**src/rtl/mc_ctrl_fsm.sv**
```systemverilog
// mc_ctrl_fsm: multicycle control unit.
// One instruction is in flight at a time. The state register advances through
// fetch, decode and per-class execute/writeback states. Datapath controls are
// a Moore decode of the current state, except the BEQ PC write, which follows
// the live ALU zero flag. Cycle and retired-instruction counters are kept for
// bring-up and debug.
module mc_ctrl_fsm #(
    parameter int         CNT_W   = 32,
    parameter logic [5:0] HALT_OP = 6'b111111
) (
    input  logic             clk,
    input  logic             reset,
    input  logic [5:0]       opcode,
    input  logic             zero,
    output logic             pc_we,
    output logic             iord,
    output logic             mem_we,
    output logic             ir_we,
    output logic             reg_we,
    output logic             reg_dst,
    output logic             mem_to_reg,
    output logic             alu_src_a,
    output logic [1:0]       alu_src_b,
    output logic [1:0]       alu_op,
    output logic [1:0]       pc_src,
    output logic [3:0]       state,
    output logic             halted,
    output logic             illegal_op,
    output logic [CNT_W-1:0] cyc_cnt,
    output logic [CNT_W-1:0] ret_cnt
);

    typedef enum logic [3:0] {
        S_IF   = 4'd0,
        S_ID   = 4'd1,
        S_MADR = 4'd2,
        S_MRD  = 4'd3,
        S_MWB  = 4'd4,
        S_MWR  = 4'd5,
        S_REX  = 4'd6,
        S_RWB  = 4'd7,
        S_BEQ  = 4'd8,
        S_JMP  = 4'd9,
        S_IEX  = 4'd10,
        S_IWB  = 4'd11,
        S_HALT = 4'd12
    } state_t;

    localparam logic [5:0] OP_RTYPE = 6'b000000;
    localparam logic [5:0] OP_LW    = 6'b100011;
    localparam logic [5:0] OP_SW    = 6'b101011;
    localparam logic [5:0] OP_BEQ   = 6'b000100;
    localparam logic [5:0] OP_J     = 6'b000010;
    localparam logic [5:0] OP_ADDI  = 6'b001000;

    state_t cur;

    // Raw (ungated) write enables from the state decode.
    logic pc_we_raw;
    logic mem_we_raw;
    logic ir_we_raw;
    logic reg_we_raw;
    logic illegal_raw;

    // Opcodes that have a dedicated execute path. HALT_OP is handled separately.
    function automatic logic is_supported(input logic [5:0] op);
        return (op == OP_RTYPE) || (op == OP_LW) || (op == OP_SW) ||
               (op == OP_BEQ) || (op == OP_J) || (op == OP_ADDI);
    endfunction

    // Next-state rule. HALT_OP is tested first so a HALT_OP that aliases a
    // supported opcode still parks the machine.
    function automatic state_t next_state(input state_t s, input logic [5:0] op);
        state_t n;
        n = S_IF;
        case (s)
            S_IF:   n = S_ID;
            S_ID: begin
                if (op == HALT_OP)       n = S_HALT;
                else if (op == OP_RTYPE) n = S_REX;
                else if (op == OP_LW)    n = S_MADR;
                else if (op == OP_SW)    n = S_MADR;
                else if (op == OP_BEQ)   n = S_BEQ;
                else if (op == OP_J)     n = S_JMP;
                else if (op == OP_ADDI)  n = S_IEX;
                else                     n = S_IF;
            end
            S_MADR: n = (op == OP_LW) ? S_MRD : S_MWR;
            S_MRD:  n = S_MWB;
            S_REX:  n = S_RWB;
            S_IEX:  n = S_IWB;
            S_MWB, S_MWR, S_RWB, S_BEQ, S_JMP, S_IWB: n = S_IF;
            S_HALT: n = S_HALT;
            default: n = S_IF;
        endcase
        return n;
    endfunction

    // An instruction retires on the edge leaving its final state, or on the
    // edge that enters HALT.
    function automatic logic retires(input state_t s, input logic [5:0] op);
        logic r;
        case (s)
            S_MWB, S_MWR, S_RWB, S_BEQ, S_JMP, S_IWB: r = 1'b1;
            S_ID:    r = (op == HALT_OP);
            default: r = 1'b0;
        endcase
        return r;
    endfunction

    // State register and debug counters; reset aborts any instruction in flight.
    always_ff @(posedge clk or posedge reset) begin
        if (reset) begin
            cur     <= S_IF;
            cyc_cnt <= '0;
            ret_cnt <= '0;
        end else begin
            cur <= next_state(cur, opcode);
            if (cur != S_HALT)
                cyc_cnt <= cyc_cnt + CNT_W'(1);
            if (retires(cur, opcode))
                ret_cnt <= ret_cnt + CNT_W'(1);
        end
    end

    // Moore decode of datapath controls from the current state.
    always_comb begin
        pc_we_raw   = 1'b0;
        mem_we_raw  = 1'b0;
        ir_we_raw   = 1'b0;
        reg_we_raw  = 1'b0;
        illegal_raw = 1'b0;
        iord        = 1'b0;
        reg_dst     = 1'b0;
        mem_to_reg  = 1'b0;
        alu_src_a   = 1'b0;
        alu_src_b   = 2'b00;
        alu_op      = 2'b00;
        pc_src      = 2'b00;
        halted      = 1'b0;
        case (cur)
            S_IF: begin
                ir_we_raw = 1'b1;
                pc_we_raw = 1'b1;
                alu_src_b = 2'b01;
            end
            S_ID: begin
                alu_src_b   = 2'b11;
                illegal_raw = !is_supported(opcode) && (opcode != HALT_OP);
            end
            S_MADR, S_IEX: begin
                alu_src_a = 1'b1;
                alu_src_b = 2'b10;
            end
            S_MRD: begin
                iord = 1'b1;
            end
            S_MWR: begin
                iord       = 1'b1;
                mem_we_raw = 1'b1;
            end
            S_MWB: begin
                reg_we_raw = 1'b1;
                reg_dst    = 1'b0;
                mem_to_reg = 1'b1;
            end
            S_REX: begin
                alu_src_a = 1'b1;
                alu_op    = 2'b10;
            end
            S_RWB: begin
                reg_we_raw = 1'b1;
                reg_dst    = 1'b1;
            end
            S_IWB: begin
                reg_we_raw = 1'b1;
                reg_dst    = 1'b0;
            end
            S_BEQ: begin
                alu_src_a = 1'b1;
                alu_op    = 2'b01;
                pc_src    = 2'b01;
                pc_we_raw = zero;
            end
            S_JMP: begin
                pc_src    = 2'b10;
                pc_we_raw = 1'b1;
            end
            S_HALT: begin
                halted = 1'b1;
            end
            default: begin
                halted = 1'b0;
            end
        endcase
    end

    // Enables and the illegal pulse are held low for the whole time reset is
    // asserted, even though the state register already reads IF.
    assign pc_we      = pc_we_raw   & ~reset;
    assign mem_we     = mem_we_raw  & ~reset;
    assign ir_we      = ir_we_raw   & ~reset;
    assign reg_we     = reg_we_raw  & ~reset;
    assign illegal_op = illegal_raw & ~reset;
    assign state      = cur;

endmodule
```
**config.mk**
```make
export PLATFORM = sky130hd
export DESIGN_NAME = mc_ctrl_fsm
export DESIGN_NICKNAME = d
export VERILOG_FILES = /design/src/rtl/mc_ctrl_fsm.sv
export SDC_FILE = /design/constraint.sdc
export NUM_CORES = 1
export LEC_CHECK = 0
export CORE_MARGIN = 3
export CORE_UTILIZATION = 43
export DETAILED_ROUTE_END_ITERATION = 10
export GPL_ROUTABILITY_DRIVEN = 0
export PLACE_DENSITY = 0.73
export SLEW_MARGIN = 10
export SYNTH_ARGS = -nofsm -noshare
export SYNTH_HDL_FRONTEND = slang
export SYNTH_SLANG_ARGS = --single-unit
```
**constraint.sdc**
```tcl
create_clock -name clk -period 10.4 [get_ports clk]
set_input_delay 2.6 -clock clk [delete_from_list [all_inputs] [get_ports clk]]
set_output_delay 2.6 -clock clk [all_outputs]
set_load 0.05 [all_outputs]
```
==> impl_metrics.yaml, run 1 <==
status:
  outcome: "complete, no violations"
hold_path:
  hold_path_class: "flip-flop to flip-flop"
setup_path:
  cp_slowest_cell: "sky130_fd_sc_hd__clkdlybuf4s50_1"
  timing.critical_path.to_type: "primary output"
  setup.worst_path.class: "input port to primary output"
  required_ns: 7.80
  worst_endpoint_data_arrival_time_ns: 5.09
  critPathMaxStageDelay_ns: 0.81
  path_common_cell: "sky130_fd_sc_hd__clkdlybuf4s50_1"
  startpoint_type_of_the_worst_setup_path: "input port"
  cpLargestDelayFamily: "buffers and inverters"
  path_max_fanout: 51
  crit_chain: "clkdlybuf4s50_1, inv_2, buf_4, nand2_1, nor2_1, clkdlybuf4s50_1"
  path_buf_inv: 4
sta:
  slew_headroom_pct: 28.7
  rsz0062_at_grt: "false"
  worst-slew-pin-transition_ns: 1.05
  slew_viol_final: 0
  final_hold_viol_count: 0
  finalSetupViolations: 0
  final_min_period_over_clock_period_pct: 74.0
  final.setup.tns_ns: 0
  final.setup_skew_ns: 0.00595
  maximum_clock_frequency_ghz: 0.130
  layout_min_cycle_time_ns: 7.69
drt:
  drt.antenna.violating_nets: 0
  via_density_per_instance: 5.20
  drt-total-wl_um: 7660
  routed-via-count: 2741
  routed_wire_length_per_instance_um: 14.5
  drc_errors: 0
  first_pass_iters: 4
  initialDrtViolationCount: 68
pwr:
  power.leakage_nw: 1.95
  max-vdd-ir-drop_v: 0.000194
  power-per-cell-area_nw_per_um2: 201
  p_sw_share_pct: 42.1
  clock_power_share_pct: 22.2
  p_switching_mw: 0.390
  seq_power_share_pct: 37.5
  power.combinational.fraction_pct: 40.4
  p_int_mw: 0.537
global_routing:
  grt_remaining_overflow: 0
  global_route.usage.met3_pct: 3.79
  grtUsageTotal_pct: 17.6
  use_met1_pct: 23.5
  grt_busiest_layer: "met2"
  first_global_vias: 2615
  grt_max_degree: 52
  grtUsageMet2_pct: 28.0
  first_pass_grt_wire_length_um: 12600
  grt_antenna_before_repair: 0
synth:
  number_of_synthesis_warnings: 0
  synth_cell_area_um2: 3410
  syn_area_per_cell_um2: 10.4
  postSynthCellCount: 329
  syn_nets: 340
  ys_types: 41
  ys_ff_latch: 68
  synth_sequential_area_ratio_pct: 49.8
clocking:
  cts.path.max_buffers: 2
  ctsRootBufferMaster: "sky130_fd_sc_hd__clkbuf_8"
  gates_resized_cts_repair: 0
  htreeDepth: 3
  clkLatencyLatePin_ns: 0.33
  cts-buffers-inserted: 9
  clock-sinks: 68
  postCtsSetupBuffers: 0
  hold_buffers: 0
  clkSlewWorstSetupHoldPaths_ns: 0.07
  cts_tree: "done"
layout:
  syn_to_final_growth_pct: 35.1
  mostFrequentLayoutCells: "sky130_fd_sc_hd__clkdlybuf4s50_1, sky130_fd_sc_hd__dfrtp_1, sky130_fd_sc_hd__xnor2_1"
  layout_commonest_cell: "sky130_fd_sc_hd__clkdlybuf4s50_1"
  final_layout_net_count: 434
  filler_cell_count: 627
  post_route_cells_drive_above_1_share_pct: 7.01
  antenna_cells_inserted: 0
  utilization_pct: 61.6
die:
  chipWidth_um: 95.1
  die_height_um: 95.1
  floorplan.core_area_um2: 7490
  dieArea_um2: 9050
  effective_utilization_at_floorplan_pct: 45.6
  num_io_pins: 93
  std_cell_rows: 31
placed_design:
  final_hpwl_from_detailed_placement_um: 5620
  io_buffer_count: 92
flow_run:
  drv.max_cap_violation_count: 0
==> worst register-to-register path: stages (launching register included) <==
cell and delay, ns:
sky130_fd_sc_hd__dfrtp_1 0.68, sky130_fd_sc_hd__or4b_4 0.56, sky130_fd_sc_hd__o32ai_4 0.36, sky130_fd_sc_hd__and3_1 0.39, sky130_fd_sc_hd__nand4_1 0.18, sky130_fd_sc_hd__xnor2_1 0.20
==> sequential cells by signal, indices dropped and copies added, names as in the netlist <==
signal   flops
cyc_cnt     32
ret_cnt     32
state        4
==> cell usage after synthesis <==
cell                        count  area, µm²
sky130_fd_sc_hd__nor4_1         1       6.26
sky130_fd_sc_hd__nand4_1       15       93.8
sky130_fd_sc_hd__nor4_2         1       12.5
sky130_fd_sc_hd__or3_1          1       6.26
sky130_fd_sc_hd__xnor2_1       42        368
sky130_fd_sc_hd__and3_1        12       75.1
sky130_fd_sc_hd__xor2_1        23        201
sky130_fd_sc_hd__o2111ai_1      1       8.76
sky130_fd_sc_hd__and4_1        10       87.6
sky130_fd_sc_hd__a211oi_1       1       7.51
sky130_fd_sc_hd__and2_1         3       18.8
sky130_fd_sc_hd__o22ai_1        1       6.26
sky130_fd_sc_hd__dfrtp_1       68       1700
sky130_fd_sc_hd__a21oi_1        7       35.0
sky130_fd_sc_hd__nor2_1        25       93.8
sky130_fd_sc_hd__nand3_2        1       10.0
sky130_fd_sc_hd__nand3_1       33        165
sky130_fd_sc_hd__and3b_1        1       8.76
sky130_fd_sc_hd__a31oi_1        1       6.26
sky130_fd_sc_hd__ha_1           2       25.0
sky130_fd_sc_hd__buf_1          1       3.75
sky130_fd_sc_hd__and4b_1        1       10.0
sky130_fd_sc_hd__or2_2          3       18.8
sky130_fd_sc_hd__mux2_2         2       22.5
sky130_fd_sc_hd__nor4bb_1       1       10.0
sky130_fd_sc_hd__a311oi_1       1       8.76
sky130_fd_sc_hd__clkbuf_1       5       18.8
sky130_fd_sc_hd__buf_4          1       7.51
sky130_fd_sc_hd__buf_2          3       15.0
sky130_fd_sc_hd__or4b_4         1       13.8
sky130_fd_sc_hd__o21bai_1       1       7.51
sky130_fd_sc_hd__o21ai_0        2       10.0
sky130_fd_sc_hd__nand2b_1       6       37.5
sky130_fd_sc_hd__nor4b_4        2       47.6
sky130_fd_sc_hd__a31o_2         2       17.5
sky130_fd_sc_hd__inv_1          5       18.8
sky130_fd_sc_hd__o32ai_4        1       27.5
sky130_fd_sc_hd__nor2b_1        2       12.5
sky130_fd_sc_hd__nand2_1       27        101
sky130_fd_sc_hd__nor3_1        12       60.1
sky130_fd_sc_hd__o211ai_1       1       7.51
==> layer usage <==
| layer | part of all wire (%) | vias up | wire, µm |
|---|---|---|---|
| li1 | - | 1339 | - |
| met1 | 47 | 1330 | 3590 |
| met2 | 47 | 62 | 3580 |
| met3 | 5.0 | 10 | 382 |
| met4 | 1.4 | 0 | 104 |
| met5 | 0 | - | 0 |
==> area by class of cell <==
type / instances / area (µm²) / area share, %
clock buffers: 11 / 131 / 2.85
clock inverters: 5 / 52.6 / 1.14
inverters: 5 / 18.8 / 0.407
multi-input cells: 246 / 1660 / 35.9
flip-flops and latches: 68 / 1700 / 36.9
well taps: 99 / 124 / 2.69
repair buffers: 93 / 928 / 20.1
==> worst paths after layout <==
check,endpoint,cells after the start,slack (ns),startpoint
max,illegal_op,6,2.71,reset
min reg2reg,ret_cnt[31],1,0.47,ret_cnt[31]
min in group asynchronous,cyc_cnt[0],2,2.65,reset
max in group asynchronous,ret_cnt[0],3,6.78,reset
min,ret_cnt[31],1,0.47,ret_cnt[31]
max reg2reg,ret_cnt[15],5,7.91,state[0]
==> logic make-up (layout without fill, tap and decap cells) <==
| family | after synthesis | count (layout) | share of synthesized area (%) |
|---|---|---|---|
| xor gates and xnor gates | 65 | 65 | 16.7 |
| muxes | 2 | 2 | 0.660 |
| DFF | 68 | 68 | 49.8 |
| AOI/OAI and AO/OA | 19 | 19 | 4.18 |
| adders and majority gates | 2 | 2 | 0.733 |
| buffers and inverters | 15 | 114 | 1.87 |
| and+or+nand+nor | 158 | 158 | 26.1 |
==> power by group through the flow <==
stage	clock network, mW	logic [mW]	registers, mW
floorplan	0	0.167	0.437
global placement	0	0.374	0.351
detailed placement	0	0.377	0.353
CTS	0.210	0.378	0.348
global route	0.221	0.396	0.356
finish	0.206	0.374	0.348
==> stage by stage <==
step                      hold WS, ns  cells  total power, mW  setup slack (ns)  cell area [µm²]
after detailed placement        0.462    511            0.730              2.65             4430
after floorplan                 0.779    329            0.605              2.95             3410
after global placement          0.459    511            0.725              2.67             4430
after global routing            0.485    527            0.973              2.43             4610
final                           0.467    527            0.928              2.71             4610
after CTS                       0.472    527            0.936              2.63             4610
Note: power is estimated with default switching activity, not from simulation.
==> inputs of run 2 (changes only) <==
--- a/config.mk
+++ b/config.mk
@@ -9,7 +9,7 @@
 export CORE_UTILIZATION = 43
 export DETAILED_ROUTE_END_ITERATION = 10
 export GPL_ROUTABILITY_DRIVEN = 0
-export PLACE_DENSITY = 0.73
+export PLACE_DENSITY = 0.75
 export SLEW_MARGIN = 10
 export SYNTH_ARGS = -nofsm -noshare
 export SYNTH_HDL_FRONTEND = slang
==> constraint.sdc (replaced) <==
create_clock -name clk -period 7 [get_ports clk]
set_input_delay 1.75 -clock clk [delete_from_list [all_inputs] [get_ports clk]]
set_output_delay 1.75 -clock clk [all_outputs]
set_load 0.05 [all_outputs]
==> run 2 against run 1 <==
- utilization is 0.25 points higher
- clock power is 60% higher
- global-route usage grew 0.78 points
- critical path depth increased by 1
- hold slack improved by 0.013 ns
- largest cell class unchanged
- sequential power increased by 49%
- first-iteration DRC count up 31%
- sequential share of layout area is 0.15 points lower
- wire length rose by 1.1%
- cell count stayed put
==> impl_metrics.yaml, run 2 (same netlist as run 1, synthesis figures left out) <==
drt:
  routed-via-count: 2775
  first_pass_iters: 4
  via_density_per_instance: 5.27
  initialDrtViolationCount: 89
  routed_wire_length_per_instance_um: 14.7
  drt-total-wl_um: 7740
  drt.antenna.violating_nets: 0
  drc_errors: 0
setup_path:
  startpoint_type_of_the_worst_setup_path: "input port"
  timing.critical_path.to_type: "primary output"
  path_max_fanout: 6
  setup.worst_path.class: "input port to primary output"
  required_ns: 5.25
  crit_chain: "clkdlybuf4s50_1, or3_1, o21ai_0, nand2_1, nand3_1, nor2_1, clkdlybuf4s50_1"
  critPathMaxStageDelay_ns: 0.69
  worst_endpoint_data_arrival_time_ns: 3.74
  path_common_cell: "sky130_fd_sc_hd__clkdlybuf4s50_1"
  cp_slowest_cell: "sky130_fd_sc_hd__clkdlybuf4s50_1"
sta:
  finalSetupViolations: 0
  slew_headroom_pct: 29.5
  worst-slew-pin-transition_ns: 1.05
  final_min_period_over_clock_period_pct: 78.5
  maximum_clock_frequency_ghz: 0.182
  final.hold.worst_slack_ns: 0.479
  layout_min_cycle_time_ns: 5.49
  final_hold_viol_count: 0
  worst_slack_ns: 1.51
  final.setup.tns_ns: 0
  rsz0062_at_grt: "false"
  final.setup_skew_ns: 0.0113
  slew_viol_final: 0
placed_design:
  io_buffer_count: 92
  placed_cell_area_um2: 4430
  place_ws_ns: 1.51
  final_hpwl_from_detailed_placement_um: 5570
  place.detailed.instances: 511
die:
  dieArea_um2: 9050
  std_cell_rows: 31
  chipWidth_um: 95.1
  num_io_pins: 93
  die_height_um: 95.1
  floorplan.core_area_um2: 7490
  effective_utilization_at_floorplan_pct: 45.6
global_routing:
  grt_antenna_before_repair: 0
  first_pass_grt_wire_length_um: 13100
  first_global_vias: 2679
  grtUsageTotal_pct: 18.4
  grt_max_degree: 69
  grt_remaining_overflow: 0
pwr:
  power-per-cell-area_nw_per_um2: 302
  total_power_mw: 1.40
  max-vdd-ir-drop_v: 0.000271
  power.leakage_nw: 1.96
  power.combinational.fraction_pct: 39.6
  seq_power_share_pct: 36.9
  clock_power_share_pct: 23.5
  p_sw_share_pct: 41.6
  p_int_mw: 0.818
  p_switching_mw: 0.582
status:
  outcome: "complete, no violations"
clocking:
  clkSlewWorstSetupHoldPaths_ns: 0.07
  postCtsSetupBuffers: 0
  clkLatencyLatePin_ns: 0.34
  gates_resized_cts_repair: 0
  hold_buffers: 0
  clock-sinks: 68
  cts.path.max_buffers: 2
  cts-buffers-inserted: 9
  cts_tree: "done"
  ctsRootBufferMaster: "sky130_fd_sc_hd__clkbuf_8"
  htreeDepth: 3
layout:
  final_layout_net_count: 434
  final_cell_count_without_fillers: 527
  utilization_pct: 61.9
  mostFrequentLayoutCells: "sky130_fd_sc_hd__clkdlybuf4s50_1, sky130_fd_sc_hd__dfrtp_1, sky130_fd_sc_hd__xnor2_1"
  layout_commonest_cell: "sky130_fd_sc_hd__clkdlybuf4s50_1"
  syn_to_final_growth_pct: 35.6
  post_route_cells_drive_above_1_share_pct: 7.24
  antenna_cells_inserted: 0
  post-route-cell-area_um2: 4630
flow_run:
  drv.max_cap_violation_count: 0
hold_path:
  hold_path_class: "flip-flop to flip-flop"
-- run 2: cell type report --
| type | instances | area (µm²) |
|---|---|---|
| fillers | 615 | 2860 |
| flip-flops and latches | 68 | 1700 |
| multi-input cells | 246 | 1660 |
| repair buffers | 93 | 928 |
| clock buffers | 12 | 155 |
| well taps | 99 | 124 |
| clock inverters | 4 | 47.5 |
| inverters | 5 | 18.8 |
-- run 2: routing by layer --
layer	global-route usage, %	routed length (µm)	vias to the layer above
li1	-	-	1342
met1	24.6	3550	1360
met2	29.0	3740	66
met3	6.55	418	7
met4	3.73	44	0
met5	0	0	-
-- run 2: worst max-delay path: cells and delay by family --
kind,cells,cell delay (ns)
compound gates,1,0.16
buf+inv,2,1.17
simple gates,4,0.65
-- run 2: final timing paths --
| check | depth (start not counted) | endpoint | slack (ns) | startpoint |
|---|---|---|---|---|
| max in group asynchronous | 3 | ret_cnt[5] | 4.34 | reset |
| max | 7 | illegal_op | 1.51 | opcode[1] |
| min reg2reg | 1 | cyc_cnt[31] | 0.48 | cyc_cnt[31] |
| max reg2reg | 5 | ret_cnt[28] | 4.52 | state[0] |
| min | 1 | cyc_cnt[31] | 0.48 | cyc_cnt[31] |
| min in group asynchronous | 3 | cyc_cnt[1] | 2.09 | reset |
-- run 2: power by group through the flow --
stage | combinational [mW] | sequential (mW) | clock, mW
3_3_place_gp | 0.555 | 0.520 | 0
2_1_floorplan | 0.249 | 0.650 | 0
4_1_cts | 0.559 | 0.516 | 0.336
3_5_place_dp | 0.557 | 0.523 | 0
6_report | 0.554 | 0.517 | 0.329
5_1_grt | 0.583 | 0.527 | 0.360
==> inputs of run 3 (changes only) <==
--- a/config.mk
+++ b/config.mk
@@ -9,7 +9,7 @@
 export CORE_UTILIZATION = 43
 export DETAILED_ROUTE_END_ITERATION = 10
 export GPL_ROUTABILITY_DRIVEN = 0
-export PLACE_DENSITY = 0.75
+export PLACE_DENSITY = 0.73
 export SLEW_MARGIN = 10
 export SYNTH_ARGS = -nofsm -noshare
 export SYNTH_HDL_FRONTEND = slang
==> constraint.sdc (replaced) <==
create_clock -name clk -period 5.3 [get_ports clk]
set_input_delay 1.325 -clock clk [delete_from_list [all_inputs] [get_ports clk]]
set_output_delay 1.325 -clock clk [all_outputs]
set_load 0.05 [all_outputs]
==> run 3 against run 2 <==
- die area unchanged
- utilization up 0.38 points
- non-clock buffer count increased by 1
- highest routed layer unchanged
==> impl_metrics.yaml, run 3 (same netlist as run 1, synthesis figures left out) <==
status:
  outcome: "complete, no violations"
drt:
  initialDrtViolationCount: 105
  drc_errors: 0
  routed-via-count: 2756
  drt.antenna.violating_nets: 0
  drt-total-wl_um: 7780
  first_pass_iters: 4
  via_density_per_instance: 5.22
  routed_wire_length_per_instance_um: 14.7
layout:
  utilization_pct: 62.2
  syn_to_final_growth_pct: 36.5
  mostFrequentLayoutCells: "sky130_fd_sc_hd__clkdlybuf4s50_1, sky130_fd_sc_hd__dfrtp_1, sky130_fd_sc_hd__xnor2_1"
  layout_commonest_cell: "sky130_fd_sc_hd__clkdlybuf4s50_1"
  final_cell_count_without_fillers: 528
  post_route_cells_drive_above_1_share_pct: 7.69
  antenna_cells_inserted: 0
  final_layout_net_count: 435
placed_design:
  final_hpwl_from_detailed_placement_um: 5630
  place.detailed.instances: 512
  io_buffer_count: 92
sta:
  slew_headroom_pct: 35.7
  slew_viol_final: 0
  finalSetupViolations: 0
  final.setup.tns_ns: 0
  rsz0062_at_grt: "false"
  maximum_clock_frequency_ghz: 0.215
  final_min_period_over_clock_period_pct: 87.6
  worst-slew-pin-transition_ns: 0.958
  final.setup_skew_ns: 0.0119
  layout_min_cycle_time_ns: 4.64
  final_hold_viol_count: 0
die:
  die_height_um: 95.1
  chipWidth_um: 95.1
  floorplan.core_area_um2: 7490
  dieArea_um2: 9050
  effective_utilization_at_floorplan_pct: 45.6
  std_cell_rows: 31
  num_io_pins: 93
global_routing:
  first_global_vias: 2661
  grt_antenna_before_repair: 0
  grt_remaining_overflow: 0
  grtUsageTotal_pct: 18.2
  grt_max_degree: 51
  first_pass_grt_wire_length_um: 13000
pwr:
  total_power_mw: 1.89
  max-vdd-ir-drop_v: 0.000468
  power.leakage_nw: 1.97
  power-per-cell-area_nw_per_um2: 406
clocking:
  gates_resized_cts_repair: 0
  cts-buffers-inserted: 9
  htreeDepth: 3
  postCtsSetupBuffers: 0
  cts_tree: "done"
  clock-sinks: 68
  clkLatencyLatePin_ns: 0.35
  hold_buffers: 0
  ctsRootBufferMaster: "sky130_fd_sc_hd__clkbuf_8"
  cts.path.max_buffers: 2
  clkSlewWorstSetupHoldPaths_ns: 0.07
setup_path:
  timing.critical_path.to_type: "primary output"
  required_ns: 3.97
  setup.worst_path.class: "input port to primary output"
  worst_endpoint_data_arrival_time_ns: 3.32
  startpoint_type_of_the_worst_setup_path: "input port"
  reg2reg_slack_ns: 2.82
  path_max_fanout: 6
flow_run:
  drv.max_cap_violation_count: 0
hold_path:
  hold_path_class: "flip-flop to flip-flop"
==> run 3: path summary, 6_finish.rpt <==
check                                 start     endpoint  depth (start not counted)
worst max-delay path              opcode[1]   illegal_op                          7
worst min-delay path            ret_cnt[31]  ret_cnt[31]                          1
worst max register to register     state[0]  ret_cnt[15]                          5
worst min register to register  ret_cnt[31]  ret_cnt[31]                          1
max in group asynchronous             reset   ret_cnt[6]                          3
min in group asynchronous             reset   cyc_cnt[0]                          2
==> run 3: routing by layer <==
| layer | up-vias | wire, µm | track usage (%) |
|---|---|---|---|
| li1 | 1348 | - | - |
| met1 | 1335 | 3650 | 25.1 |
| met2 | 65 | 3630 | 27.8 |
| met3 | 8 | 430 | 5.84 |
| met4 | 0 | 70 | 4.57 |
| met5 | - | 0 | 0 |
==> run 3: worst max-delay path, cell delays in order <==
cell and delay, ns:
sky130_fd_sc_hd__clkdlybuf4s50_1 0.48, sky130_fd_sc_hd__or3_1 0.42, sky130_fd_sc_hd__o21ai_0 0.17, sky130_fd_sc_hd__nand2_1 0.07, sky130_fd_sc_hd__nand3_1 0.10, sky130_fd_sc_hd__nor2_1 0.06, sky130_fd_sc_hd__clkdlybuf4s50_1 0.69
==> run 3: where the power goes <==
group	leakage [nW]	total, mW	internal [mW]	switching, mW
Combinational	0.939	0.734	0.258	0.476
Clock	0.113	0.474	0.278	0.197
Sequential	0.921	0.682	0.580	0.102
Total	1.97	1.89	1.12	0.775
==> run 3: cell type report <==
class / count / area, µm²
tap: 99 / 124
timing repair buffer: 94 / 936
multi-input combinational: 246 / 1660
fill: 621 / 2830
clock buffer: 10 / 138
clock inverter: 6 / 86.3
inverter: 5 / 18.8
sequential: 68 / 1700
==> run 3: per-stage QoR <==
stage / setup WS, ns / cell area [µm²] / hold slack (ns)
2_1_floorplan: 0.398 / 3410 / 0.779
3_3_place_gp: 0.707 / 4440 / 0.459
3_5_place_dp: 0.673 / 4440 / 0.465
4_1_cts: 0.665 / 4660 / 0.475
5_1_grt: 0.515 / 4660 / 0.499
6_report: 0.656 / 4660 / 0.474
